`src/rtl/sample_frame_scheduler.sv`:
```
// Sample frame scheduler: captures microphone samples into a ping-pong pair of
// frame banks and hands each completed bank to the FFT engine, one at a time.
module sample_frame_scheduler #(
    parameter int FRAME_BITS = 6
) (
    input  logic                  inputClock,
    input  logic                  reset,
    input  logic                  sampleTick,
    input  logic [7:0]            sampleIn,
    input  logic                  enable,
    input  logic                  fftReady,
    input  logic                  fftDone,
    input  logic [FRAME_BITS-1:0] fftReadAddr,
    output logic [7:0]            fftReadData,
    output logic                  fftStart,
    output logic                  bankSelected,
    output logic                  busy,
    output logic [15:0]           frameCount,
    output logic [7:0]            overrunCount
);

    localparam int FRAME_LEN = 2 ** FRAME_BITS;
    localparam logic [FRAME_BITS-1:0] LAST_IDX = FRAME_BITS'(FRAME_LEN - 1);

    typedef enum logic {
        D_IDLE = 1'b0,
        D_RUN  = 1'b1
    } disp_state_t;

    function automatic logic [7:0] sat_inc8(input logic [7:0] v);
        return (v == 8'hFF) ? v : v + 8'd1;
    endfunction

    disp_state_t           state_q, state_d;
    logic                  wb_q, wb_d;
    logic                  rb_q, rb_d;
    logic [FRAME_BITS-1:0] wi_q, wi_d;
    logic [1:0]            full_q, full_d;
    logic                  start_q, start_d;
    logic [15:0]           frames_q, frames_d;
    logic [7:0]            overrun_q, overrun_d;
    logic [7:0]            rdata_q;
    logic [7:0]            mem_q [2*FRAME_LEN];

    logic                  capture;
    logic                  drop;
    logic                  frame_end;

    // Capture/drop decisions use the registered full flags, so a flag cleared
    // by fftDone only admits samples from the following cycle on.
    always_comb begin
        capture   = sampleTick && enable && !full_q[wb_q];
        drop      = sampleTick && enable && full_q[wb_q];
        frame_end = capture && (wi_q == LAST_IDX);

        state_d   = state_q;
        wb_d      = wb_q;
        rb_d      = rb_q;
        wi_d      = wi_q;
        full_d    = full_q;
        start_d   = 1'b0;
        frames_d  = frames_q;
        overrun_d = overrun_q;

        if (!enable) begin
            wi_d = '0;
        end else if (capture) begin
            wi_d = frame_end ? '0 : wi_q + FRAME_BITS'(1);
        end

        if (frame_end) begin
            full_d[wb_q] = 1'b1;
            wb_d         = !wb_q;
        end

        if (drop) begin
            overrun_d = sat_inc8(overrun_q);
        end

        case (state_q)
            D_IDLE: begin
                if (full_q[rb_q] && fftReady) begin
                    start_d = 1'b1;
                    state_d = D_RUN;
                end
            end
            D_RUN: begin
                if (fftDone) begin
                    full_d[rb_q] = 1'b0;
                    rb_d         = !rb_q;
                    frames_d     = frames_q + 16'd1;
                    state_d      = D_IDLE;
                end
            end
            default: state_d = D_IDLE;
        endcase
    end

    // Control state: bank pointers, write index, full flags, dispatcher, counters.
    always_ff @(posedge inputClock) begin
        if (reset) begin
            state_q   <= D_IDLE;
            wb_q      <= 1'b0;
            rb_q      <= 1'b0;
            wi_q      <= '0;
            full_q    <= 2'b00;
            start_q   <= 1'b0;
            frames_q  <= 16'd0;
            overrun_q <= 8'd0;
        end else begin
            state_q   <= state_d;
            wb_q      <= wb_d;
            rb_q      <= rb_d;
            wi_q      <= wi_d;
            full_q    <= full_d;
            start_q   <= start_d;
            frames_q  <= frames_d;
            overrun_q <= overrun_d;
        end
    end

    // Sample storage; only the bank being filled is ever written.
    always_ff @(posedge inputClock) begin
        if (!reset && capture) begin
            mem_q[{wb_q, wi_q}] <= sampleIn;
        end
    end

    // Registered FFT read port into the bank the dispatcher owns.
    always_ff @(posedge inputClock) begin
        if (reset) begin
            rdata_q <= 8'd0;
        end else begin
            rdata_q <= mem_q[{rb_q, fftReadAddr}];
        end
    end

    assign fftReadData  = rdata_q;
    assign fftStart     = start_q;
    assign bankSelected = rb_q;
    assign busy         = (state_q == D_RUN);
    assign frameCount   = frames_q;
    assign overrunCount = overrun_q;

endmodule
```
`config.mk`:
```
export PLATFORM = sky130hd
export DESIGN_NAME = sample_frame_scheduler
export DESIGN_NICKNAME = d
export VERILOG_FILES = /design/src/rtl/sample_frame_scheduler.sv
export SDC_FILE = /design/constraint.sdc
export NUM_CORES = 1
export LEC_CHECK = 0
export CORE_AREA = 4 4 266 268
export CTS_CLUSTER_DIAMETER = 100
export DETAILED_ROUTE_END_ITERATION = 8
export DIE_AREA = 0 0 270 272
export GPL_TIMING_DRIVEN = 0
export PLACE_DENSITY = 0.82
export SLEW_MARGIN = 20
export SYNTH_ARGS = -nofsm -noshare
export SYNTH_HDL_FRONTEND = slang
export SYNTH_SLANG_ARGS = --single-unit
```
`constraint.sdc`:
```
create_clock -name inputClock -period 6.86 [get_ports inputClock]
set_input_delay 1.029 -clock inputClock [delete_from_list [all_inputs] [get_ports inputClock]]
set_output_delay 1.029 -clock inputClock [all_outputs]
set_load 0.02 [all_outputs]
```
# --- Yosys cells after proc, flatten, opt, wreduce, memory -nomap -nowiden ---
# Memory sizes are Yosys's and may differ from the RTL's. A register that Yosys moved wholly into a read port is not among the register bits.
# Index checks and enable logic that the tools add are counted.
classes:
  bitwise_logic: 6
  muxes: 17
  order_cmp: 4
  n_addsub: 3
  n_eq_ne: 2
  reduce_logical: 16
op_table:
  columns: ["operator", "n"]
  rows:
  - ["adder 16 x 1 -> 16 bit (second input constant)", 1]
  - ["two-way mux 1 bit", 10]
  - ["adder 8 x 1 -> 8 bit (second input constant)", 1]
  - ["equality test 8 bit (second input constant)", 1]
  - ["logical AND 1 bit", 8]
  - ["adder 6 x 1 -> 6 bit (second input constant)", 1]
  - ["equality test 6 bit (second input constant)", 1]
  - ["two-way mux 2 bit", 3]
  - ["two-way mux 6 bit", 1]
  - ["logical NOT 1 bit", 4]
  - ["< comparator 1 x 2 -> 1 bit (second input constant)", 2]
  - ["AND reduction 2 bit", 2]
  - ["OR reduction 2 bit", 2]
  - ["NOT 1 bit", 3]
  - ["bitwise AND 2 bit", 1]
  - ["demux 1 bit (select 1 bit)", 2]
  - [">= comparator 1 bit (second input constant)", 2]
  - ["NOT 2 bit", 1]
  - ["bitwise OR 2 bit", 1]
  - ["case mux 1 bit (2 select lines)", 1]
word_totals:
  word_cells: 57
  mem_count: 1
  regBits: 36
  mem_bits_rw: 1024
  output_inout_bits: 35
  in_bits: 20
mem_list:
  columns: ["name", "words", "word_bits", "read_ports", "rd_ports_with_merged_regs", "write_ports", "line", "rtl"]
  rows:
  - ["mem_q", 128, 8, 1, 1, 1, "43", "logic [7:0] mem_q [2*FRAME_LEN];"]

# --- Logic depth before layout (Yosys ltp) ---
depth:
  ltp_word: 9
  ltp_mapped: 11
  ltp_nobuf: 7

# --- Least setup slack after synthesis ---
# OpenSTA, ideal clock, no wires.
synth_timing:
  path_kind: "input port to flip-flop"
  startpoint: "in fftReadAddr[0]"
  endpoint: "reg rdata_q[0] (netlist: fftReadData[0]) (read register of mem_q)"
  setup_ns: 0.124
  path_slack_ns: 3.972
  cell_stages: 9
  t_arrival_ns: 2.763
  t_required_ns: 6.736
  path_buffers: 4
  path_cell_list: "clkbuf_1 buf_4 buf_6 buf_4 mux4_2 a221oi_1 o21ai_0 nand3_1 nand3_1"
synth_lines:
  columns: ["item", "line", "rtl"]
  rows:
  - ["from (decl)", "13", "input logic [FRAME_BITS-1:0] fftReadAddr,"]
  - ["to (decl)", "42", "logic [7:0] rdata_q;"]

==> results.txt <==
Chip width - 270 microns
Per-cell routed wire length - 33.8 microns
Largest net degree at the start of global routing - 93
Synthesis Warnings - 0
Multi-input gate area - 9210 sq um
Maxcap violations - 0
DR vias/cell - 7.14
CTS max path bufs - 3
Die H - 272 microns
Sw Share - 0.208
Starting Density - 0.606
Crit. End Element - register
Final std cells w/o fill - 3,211
CTS resizes - 0
Setup TNS - 0 ns
Layout area overhead - 13.1%
Relative slew slack - 0.190
Cell Pwr Density - 294 nW/um^2
Switch Pwr - 2870 uW
Final Wtd Congestion - 0.954
Global-route usage over all layers - 0.297
Clk pwr share - 0.437
Final instance area - 46,900 sq um
Final hold vios - 0
Place WS - 1.79 ns
Crit path top cell by count - clkbuf_1
Worst setup margin - 2.00 ns
Worst slew pin tran - 1.22 ns
Num CTS Buffers - 101
Core area - 68,300 sq um
Via count of the routed design - 22,900
# nets final - 2,260
Layout cells sized above 1 - 0.201
CTS tree - yes
Post-synth EDFFs - 1,024
RSZ-0062 raised after global routing - no
Mapped Nets - 2,098
Max VDD drop - 0.316 mV
Achievable frequency - 206 MHz
Final period utilization - 0.709
Sink Count - 1,068
Die area - 73,400 sq um
Placed instance count - 3,016
Drt pass-1 iters - 8
Maximum fanout along the worst path - 10
Average size of a mapped cell - 20.0 sq um
Fillers - 3,932
Initial detailed-routing violation count - 3,974
Hold WC Path Type - reg -> reg
WP data arrival - 5.37 ns
Placed instance area - 43,300 sq um
Most used flip-flop cell after synthesis - edfxtp_1
Final wirelength - 109 mm
Post-synthesis cell count - 2,075
Flop pwr share - 0.518
Crit-path max cell delay - 0.95 ns
Congestion Overflow GR - 0
CTS Hold Bufs - 0
IO Port Bufs - 51
Clock transition at path regs - 0.06 ns
Async S/R FF share, synth - 0
CP required - 7.36 ns
# setup viols final - 0
First-pass GRT wire length - 158 mm
Design Power - 13,800 uW
Row Count - 96
Status - finished clean
# IOs - 55
Setup Crit Path Kind - in -> reg
Static Leakage - 0.0149 uW
Vias in the first global route - 23,000
Sequential area share after synthesis - 0.763
Initial antenna violation count - 1
Worst skew pair latency - 0.68 ns
Post CTS Setup Buffer Count - 0
Clock skew - 0.0425 ns
Startpoint type of the worst setup path - input port
Time the worst path needs with I/O delays and setup - 4.86 ns
Internal - 10,900 uW
Register Area - 31,600 sq um
Final slew viol count - 0
Worst path cell trace - clkdlybuf4s50_1 > clkbuf_1 > clkbuf_1 > mux4_2 > o21ai_0 > a41oi_1 > a31oi_1 > nand3_1
DRC violations left - 0
CTS root buf - clkbuf_16
Post-synthesis cell area - 41,400 sq um
Antenna viol nets, final - 0
Synth cell types - 56
Yosys reg bits - 1,068
Slowest stage cell, crit path - clkbuf_1
DP HPWL - 69.0 mm
Comb pwr share - 0.045
H-tree levels - 3
## final cells by class
class	count	share of cell area
Buffer	113	0.0127
Clock inverter	70	0.0194
Timing Repair Buffer	59	0.0156
Antenna cell	3	0.000160
Multi-Input combinational cell	890	0.196
Sequential cell	1068	0.675
Tap cell	882	0.0235
Inverter	4	0.000320
Clock buffer	122	0.0573
## Yosys cell counts, types with 26 or more instances
| cell | number | area, sq um |
|---|---|---|
| nand3_1 | 41 | 205 |
| a21oi_1 | 32 | 160 |
| buf_2 | 34 | 170 |
| o21ai_0 | 42 | 210 |
| nand2_1 | 48 | 180 |
| dfxtp_1 | 44 | 881 |
| a22oi_1 | 56 | 420 |
| buf_4 | 26 | 195 |
| nor2_1 | 158 | 593 |
| edfxtp_1 | 1024 | 30700 |
| mux4_2 | 216 | 4860 |
| mux2i_1 | 126 | 1260 |
| clkbuf_1 | 43 | 161 |
## metrics by stage
step                hold WS [ns]   util
floorplan                  0.483      -
global placement           0.476  0.630
detailed placement         0.504  0.633
CTS                        0.513  0.686
global route               0.550  0.686
finish                     0.511  0.686
## cells by family (layout without fill, tap and decap cells)
kind of cell,Yosys count,after routing,share of synthesized area
other,0,3,0
xor gates and xnor gates,20,20,0.00423
DFF,1068,1068,0.763
buffers and inverters,117,368,0.0147
and+or+nand+nor,323,323,0.0358
AOI/OAI and AO/OA,201,201,0.0331
adders and majority gates,3,3,0.000906
muxes,343,343,0.148
## cell usage in the layout (no fill, tap or decap), types with 6 or more instances in the layout
master           netlist  routed
bufinv_16              0      20
a21oi_1               32      32
o221ai_1               8       8
a31oi_1                8       8
nand3_1               41      41
nand2_1               48      48
nor2b_1               15      15
xor2_1                15      15
a22oi_1               56      56
nor2_1               158     157
clkbuf_16              0     102
clkinv_1               1      17
nor3_1                 8       8
and2_1                 8       8
a221oi_1              24      24
buf_2                 34      34
a41oi_1                8       8
mux2i_1              126     126
mux4_2               216     216
edfxtp_1            1024    1024
clkbuf_1              43      57
o21ai_0               42      42
clkinv_2               0      23
dfxtp_1               44      44
buf_4                 26      29
and3_1                11      11
or3_1                 10      10
o22ai_1                6       6
buf_6                  4       9
buf_16                 0       8
clkbuf_8               0       6
clkdlybuf4s50_1        0      43
## state kept, by name, summed over array words and instances (netlist names)
name          flops
wi_q              6
bankSelected      1
full_q            2
mem_q          1024
busy              1
wb_q              1
fftReadData       8
fftStart          1
frameCount       16
overrunCount      8
## metal layers
metal	wire, microns	GRT usage
met1	37300	0.398
met2	50700	0.459
met3	14700	0.0876
met4	5770	0.138
met5	0	0
## power by group through the flow
stage	Clock [uW]	Sequential, uW	Combinational, uW
after floorplan	0	7290	298
after global placement	0	7320	557
after detailed placement	0	7280	594
after CTS	6020	7140	600
after global routing	6330	7140	635
final	6020	7140	617
## critical path: cells and delay by family
kind / cells / cell delay, ns
muxes: 1 / 0.45
AOI/OAI and AO/OA: 3 / 1.13
buffers and inverters: 3 / 2.50
and+or+nand+nor: 1 / 0.24
## final timing paths
check	start	end	slack (ns)	cells after the start
worst max-delay path	fftReadAddr[4]	fftReadData[4]	2.00	8
worst min-delay path	frameCount[13]	frameCount[13]	0.51	2
worst max register to register	wb_q	mem_q[110][7]	2.34	7
worst min register to register	frameCount[13]	frameCount[13]	0.51	2
Power figures use the tool's default switching activity.
